File: src/rtl/fpu_operand_feeder_if.sv
// Operand-pair bus between the pair source, the operand feeder and the FPU adder inputs.
// The master side offers pairs and observes status; the slave side is the feeder itself.
interface fpu_operand_feeder_if #(
    parameter int DEPTH = 4
);
    localparam int CNT_W = $clog2(DEPTH) + 1;

    logic             in_valid;
    logic             in_ready;
    logic [31:0]      in_op_a;
    logic [31:0]      in_op_b;
    logic [31:0]      Op_A_out;
    logic [31:0]      Op_B_out;
    logic             op_valid;
    logic [CNT_W-1:0] pair_count;
    logic             busy;

    modport master (
        output in_valid, in_op_a, in_op_b,
        input  in_ready, Op_A_out, Op_B_out, op_valid, pair_count, busy
    );

    modport slave (
        input  in_valid, in_op_a, in_op_b,
        output in_ready, Op_A_out, Op_B_out, op_valid, pair_count, busy
    );
endinterface

File: src/rtl/fpu_operand_feeder.sv
// Queues FPU operand pairs and presents each one for a fixed window long enough for one FPU pass.
// Defining FEEDER_STATS_EN adds the 16-bit pairs_issued counter port.
module fpu_operand_feeder #(
    parameter int DEPTH       = 4,
    parameter int HOLD_CYCLES = 32
) (
    input  logic                 clock_100Khz,
    input  logic                 reset,
    fpu_operand_feeder_if.slave  bus
`ifdef FEEDER_STATS_EN
    ,
    output logic [15:0]          pairs_issued
`endif
);
    localparam int PTR_W  = $clog2(DEPTH);
    localparam int CNT_W  = PTR_W + 1;
    localparam int HOLD_W = $clog2(HOLD_CYCLES + 1);

    typedef enum logic [1:0] {IDLE, LOAD, HOLD} state_t;

    state_t            state;
    logic [HOLD_W-1:0] hold_cnt;
    logic [PTR_W-1:0]  wr_ptr;
    logic [PTR_W-1:0]  rd_ptr;
    logic [CNT_W-1:0]  count;
    logic [63:0]       mem [DEPTH];
    logic              push;
    logic              pop;

    assign bus.in_ready   = (count != CNT_W'(DEPTH));
    assign bus.pair_count = count;
    assign bus.busy       = (state != IDLE);
    assign push           = bus.in_valid && bus.in_ready;
    assign pop            = (state == LOAD);

    // Payload storage carries no reset; stale entries are unreachable once the pointers clear.
    always_ff @(posedge clock_100Khz) begin
        if (push) begin
            mem[wr_ptr] <= {bus.in_op_a, bus.in_op_b};
        end
    end

    always_ff @(posedge clock_100Khz or negedge reset) begin
        if (!reset) begin
            wr_ptr <= '0;
            rd_ptr <= '0;
            count  <= '0;
        end else begin
            if (push) begin
                wr_ptr <= wr_ptr + PTR_W'(1);
            end
            if (pop) begin
                rd_ptr <= rd_ptr + PTR_W'(1);
            end
            if (push && !pop) begin
                count <= count + CNT_W'(1);
            end else if (pop && !push) begin
                count <= count - CNT_W'(1);
            end
        end
    end

    // The FPU has no input handshake, so the hold window is the only pacing toward it.
    always_ff @(posedge clock_100Khz or negedge reset) begin
        if (!reset) begin
            state        <= IDLE;
            hold_cnt     <= '0;
            bus.Op_A_out <= '0;
            bus.Op_B_out <= '0;
            bus.op_valid <= 1'b0;
        end else begin
            case (state)
                IDLE: begin
                    if (count != '0) begin
                        state <= LOAD;
                    end
                end
                LOAD: begin
                    bus.Op_A_out <= mem[rd_ptr][63:32];
                    bus.Op_B_out <= mem[rd_ptr][31:0];
                    bus.op_valid <= 1'b1;
                    hold_cnt     <= HOLD_W'(HOLD_CYCLES - 1);
                    state        <= HOLD;
                end
                HOLD: begin
                    if (hold_cnt == '0) begin
                        if (count != '0) begin
                            state <= LOAD;
                        end else begin
                            state        <= IDLE;
                            bus.op_valid <= 1'b0;
                        end
                    end else begin
                        hold_cnt <= hold_cnt - HOLD_W'(1);
                    end
                end
                default: begin
                    state <= IDLE;
                end
            endcase
        end
    end

`ifdef FEEDER_STATS_EN
    always_ff @(posedge clock_100Khz or negedge reset) begin
        if (!reset) begin
            pairs_issued <= '0;
        end else if (pop) begin
            pairs_issued <= pairs_issued + 16'd1;
        end
    end
`endif

endmodule
File: src/flat_wrapper.sv
// flat-port wrapper written by rule: the top's interface ports become plain ports
module fpu_operand_feeder_flat 
#(
    parameter int DEPTH       = 4,
    parameter int HOLD_CYCLES = 32
)
  (clock_100Khz, reset, bus_in_valid, bus_in_op_a, bus_in_op_b, bus_in_ready, bus_Op_A_out, bus_Op_B_out, bus_op_valid, bus_pair_count, bus_busy);
  fpu_operand_feeder_if #(.DEPTH(DEPTH)) bus_i ();
  input  logic clock_100Khz;
  input  logic reset;
  input wire logic [$bits(bus_i.in_valid)-1:0] bus_in_valid;
  input wire logic [$bits(bus_i.in_op_a)-1:0] bus_in_op_a;
  input wire logic [$bits(bus_i.in_op_b)-1:0] bus_in_op_b;
  output wire logic [$bits(bus_i.in_ready)-1:0] bus_in_ready;
  output wire logic [$bits(bus_i.Op_A_out)-1:0] bus_Op_A_out;
  output wire logic [$bits(bus_i.Op_B_out)-1:0] bus_Op_B_out;
  output wire logic [$bits(bus_i.op_valid)-1:0] bus_op_valid;
  output wire logic [$bits(bus_i.pair_count)-1:0] bus_pair_count;
  output wire logic [$bits(bus_i.busy)-1:0] bus_busy;
  assign bus_i.in_valid = bus_in_valid;
  assign bus_i.in_op_a = bus_in_op_a;
  assign bus_i.in_op_b = bus_in_op_b;
  assign bus_in_ready = bus_i.in_ready;
  assign bus_Op_A_out = bus_i.Op_A_out;
  assign bus_Op_B_out = bus_i.Op_B_out;
  assign bus_op_valid = bus_i.op_valid;
  assign bus_pair_count = bus_i.pair_count;
  assign bus_busy = bus_i.busy;
  fpu_operand_feeder #(.DEPTH(DEPTH), .HOLD_CYCLES(HOLD_CYCLES)) u_core (.clock_100Khz(clock_100Khz), .reset(reset), .bus(bus_i));
endmodule
File: config.mk
export PLATFORM = sky130hd
export DESIGN_NAME = fpu_operand_feeder_flat
export DESIGN_NICKNAME = d
export VERILOG_FILES = /design/src/rtl/fpu_operand_feeder_if.sv /design/src/rtl/fpu_operand_feeder.sv /design/src/flat_wrapper.sv
export SDC_FILE = /design/constraint.sdc
export NUM_CORES = 1
export LEC_CHECK = 0
export CORE_UTILIZATION = 40
export CTS_CLUSTER_SIZE = 8
export DETAILED_ROUTE_END_ITERATION = 8
export DONT_BUFFER_PORTS = 1
export GPL_ROUTABILITY_DRIVEN = 0
export SYNTH_ARGS = -nofsm -noshare
export SYNTH_HDL_FRONTEND = slang
export SYNTH_SLANG_ARGS = --single-unit
File: constraint.sdc
create_clock -name clock_100Khz -period 3.7 [get_ports clock_100Khz]
set_input_delay 0.37 -clock clock_100Khz [delete_from_list [all_inputs] [get_ports clock_100Khz]]
set_output_delay 0.37 -clock clock_100Khz [all_outputs]
set_load 0.02 [all_outputs]
==> metrics list <==
- Result of the run: finished with violations
- Violations in the final reports: design-rule violations
* Vias per std cell: 5.22
- The number of global-route vias before repair is 6488.
- Setup repair after global routing missed its margin: false
* Synthesized cell area: 12600 sq um
- Core outline area: 30700 sq um
- After the last flow step, the layout net total stands at 755.
* Worst setup EP type: register
* Max Fclk: 0.396 GHz
- Counting along the longest clock path gives a buffer depth of 3.
- Startpoint class of the critical path: register
- After detailed routing, the number of remaining DRC violations is 32.
- Filler Cell Count: 2501
* Share of Yosys cell area claimed by the top area cell type: 0.612
- TritonCTS built the clock tree.
- When the netlist entered floorplanning its net count stood at 647.
- Final cycle utilization of the critical path: 0.683
- Port bufs: 0
* Maximum number of pins on one net before global-route repair: 81
- Share of the yosys chip area belonging to registers: 0.771
- Number of buffers added by the clock tree synthesis step: 48
- For this run, the leading register cell type out of synthesis is sky130_fd_sc_hd__edfxtp_1.
- Later-pin clock latency in the skew report: 0.55 ns
- The worst register-to-register path begins at u_core.bus.pair_count[0]$_DFFE_PN0P_.
- Total die area: 32100 sq um
- In the post-synthesis netlist, the cell with the most instances is sky130_fd_sc_hd__edfxtp_1.
- After synthesis, the most frequently instantiated cells are sky130_fd_sc_hd__edfxtp_1, sky130_fd_sc_hd__dfrtp_1, sky130_fd_sc_hd__mux2_2.
- Storage element area: 9700 sq um
* Area overhead of the layout relative to synthesis: 20.9%
- Relative slew slack: 0.327
* Total of endpoints with negative setup slack in the final report: 0
- Worst-case clock skew: 0.0173 ns
- Crit path kind: register to register
- Once layout is complete, the utilization of the core stands at 0.494.
* Width of the die: 179 um
- Pins over their slew limit: 0
- Post-synthesis cell count: 568
- Hold Vio Cnt, Final: 0
* Cell Count, Final, Fillers Out: 1115
- The Yosys step of the flow raised 0 warnings.
* DR vias: 5824
- Wire length of the first global-routing pass: 37300 um
- Of the cells placed in the final design, the portion with a size suffix greater than 1 is 0.289.
- The initial antenna violation count came to 3.
- The worst hold path begins at bus_in_valid.
* Setup_tns: 0 ns
- Highest ir drop seen on vdd: 0.000498 V
- Number of enable flip-flop cells after synthesis: 256
- Of all nets on the critical path, the largest fanout is 38.
* Required time worst endpoint: 3.92 ns
* Critical R2R Capture: u_core.mem[2][8]$_DFFE_PP_
- The H-tree was split into 2 levels.
- Dividing the detail-routed wire length by the instance count gives 21.6 um.
- For this run, the total global-route usage over all layers was measured as 0.154.
* Number of stages on the worst hold path: 2
- Library cells used by synthesis: 40
- In this run, post-CTS repair resized a total of 0 instances.
- The synthesized design spends more area on one cell type than any other, namely sky130_fd_sc_hd__edfxtp_1.
* Async set or reset register ratio after synthesis: 0.238
* Initial DRC count: 462
- Clock tree synthesis selected as its root buffer the cell sky130_fd_sc_hd__clkbuf_16.
- Summed over all layers, the global routing overflow is 0.
- Slew at the pin closest to its max-slew limit: 1.01 ns
- WP data arrival: 2.75 ns
- The synthesized design contains 336 register bits.
* Crit path time final: 2.53 ns
- Setup slack on the worst reg-to-reg path comes out at 1.17 ns.
- The initialized floorplan defines 64 standard-cell rows.
- In this run the power density over the cells is 865 nW/um^2.
- Mean instance size in the synthesized netlist: 22.1 sq um
* Clock transition at the registers of the reported paths: 0.05 ns
- DP Cell Count: 956
- From bottom edge to top edge, the die measures 179 um.
- The worst hold path belongs to the class primary input to register.
- CTS sink count: 336
- Drt first pass iters: 6
* Synth area leaders: sky130_fd_sc_hd__edfxtp_1, sky130_fd_sc_hd__dfrtp_1, sky130_fd_sc_hd__mux4_2, sky130_fd_sc_hd__mux2_2, sky130_fd_sc_hd__ha_1
- Final wirelength: 24100 um
- For this design the static power due to leakage is 5.23 nW.
- The wire-length estimate of the detail-placed layout is 14200 um.
- Number of max-cap violations: 0
- Number of ports placed on the die boundary: 137
- Initial core utilization: 0.409
- For hold timing, the worst endpoint is u_core.wr_ptr[0]$_DFFE_PN0P_.
- Footprint of the multi-input gates: 2730 sq um
- Final ANT Viol Nets: 0
* Cell count of the worst reg-to-reg path: 4
## how the worst max path moves through the flow
stage / start / endpoint / slack, ns / depth (start not counted)
final: u_core.bus.pair_count[0]$_DFFE_PN0P_ / u_core.mem[2][8]$_DFFE_PP_ / 1.17 / 4
after global routing: u_core.bus.pair_count[0]$_DFFE_PN0P_ / u_core.mem[2][8]$_DFFE_PP_ / 0.99 / 4
after CTS: u_core.bus.pair_count[0]$_DFFE_PN0P_ / u_core.mem[2][8]$_DFFE_PP_ / 1.12 / 4
after detailed placement: u_core.bus.pair_count[0]$_DFFE_PN0P_ / u_core.mem[2][6]$_DFFE_PP_ / 1.14 / 4
after global placement: u_core.bus.pair_count[0]$_DFFE_PN0P_ / u_core.mem[2][7]$_DFFE_PP_ / 1.22 / 4
after floorplan: u_core.bus.pair_count[0]$_DFFE_PN0P_ / u_core.mem[0][0]$_DFFE_PP_ / 0.70 / 3
## cells in the final DEF, fill, tap and decap left out, drive strengths merged, types with 2 or more instances in the layout
cell         synthesis  routed
a211oi               2       2
and2                 4       4
buf                 12      17
clkbuf              12      87
clkinv               0       3
dfrtp               80      80
diode                0       3
dlygate4sd3          0      65
edfxtp             256     256
ha                  11      11
inv                 11      11
mux2                66      66
mux4                64      64
nand2                4       4
nand3                2       2
nand4                3       3
nor2                 8       8
nor2b                2       2
nor3                 2       2
o2111ai              2       2
o211ai               3       3
xnor2                3       3
xor2                 3       3
## flip-flops by register name, summed over array words and instances (netlist names)
register / flops
u_core.bus.pair_count: 3
u_core.bus.op_valid: 1
u_core.state: 2
u_core.rd_ptr: 2
u_core.bus.Op_A_out: 32
u_core.wr_ptr: 2
u_core.bus.Op_B_out: 32
u_core.mem: 256
u_core.hold_cnt: 6
## layer usage
layer  track usage  vias up  routed length [um]
met1         0.195     3045               10000
met4        0.0518        0                 551
li1              -     2540                   -
met3        0.0464       50                1720
met2         0.251      189               11800
met5             0        -                   0
## metrics by stage
step                hold slack (ns)  power (mW)  setup slack (ns)  area [sq um]
floorplan                    0.0744        8.34             0.696         12600
global route                  0.228        13.8             0.987         15200
finish                        0.233        13.1              1.17         15200
CTS                           0.209        13.3              1.12         15200
detailed placement           0.0764        9.15              1.14         13100
global placement             0.0770        9.03              1.22         13100
## cell type report
class | instances | share of cell area
tap | 396 | 0.0326
clock inverter | 3 | 0.00362
antenna | 3 | 0.000494
sequential | 336 | 0.638
clock buffer | 87 | 0.0901
timing repair buffer | 82 | 0.0525
inverter | 11 | 0.00272
multi-input combinational | 197 | 0.180
## worst max-delay path, stage by stage (launching register included)
cell                       delay (ns)
sky130_fd_sc_hd__dfrtp_1         0.56
sky130_fd_sc_hd__nor2_1          0.12
sky130_fd_sc_hd__a21boi_1        0.50
sky130_fd_sc_hd__and2_4          0.69
sky130_fd_sc_hd__buf_4           0.34
## report_power, final
| group | leakage [nW] | switching, mW | total (mW) | internal (mW) |
|---|---|---|---|---|
| Clock | 0.671 | 1.55 | 4.04 | 2.48 |
| Sequential | 3.27 | 1.17 | 6.32 | 5.15 |
| Combinational | 1.29 | 1.24 | 2.79 | 1.54 |
## logic make-up (layout without fill, tap and decap cells)
kind of cell,after synthesis,after routing,synth area share
adders and majority gates,12,12,0.0125
other,0,3,0
xor gates and xnor gates,6,6,0.00418
muxes,131,131,0.175
DFF,336,336,0.771
AOI/OAI and AO/OA,18,18,0.0115
and+or+nand+nor,30,30,0.0124
buffers and inverters,35,183,0.0137
## repair_timing
action,4_1_cts,5_1_grt
endpoints found under the hold margin,336,0
setup buffers,0,0
hold buffers,66,0
No activity file was read; power rests on OpenSTA's default activity.
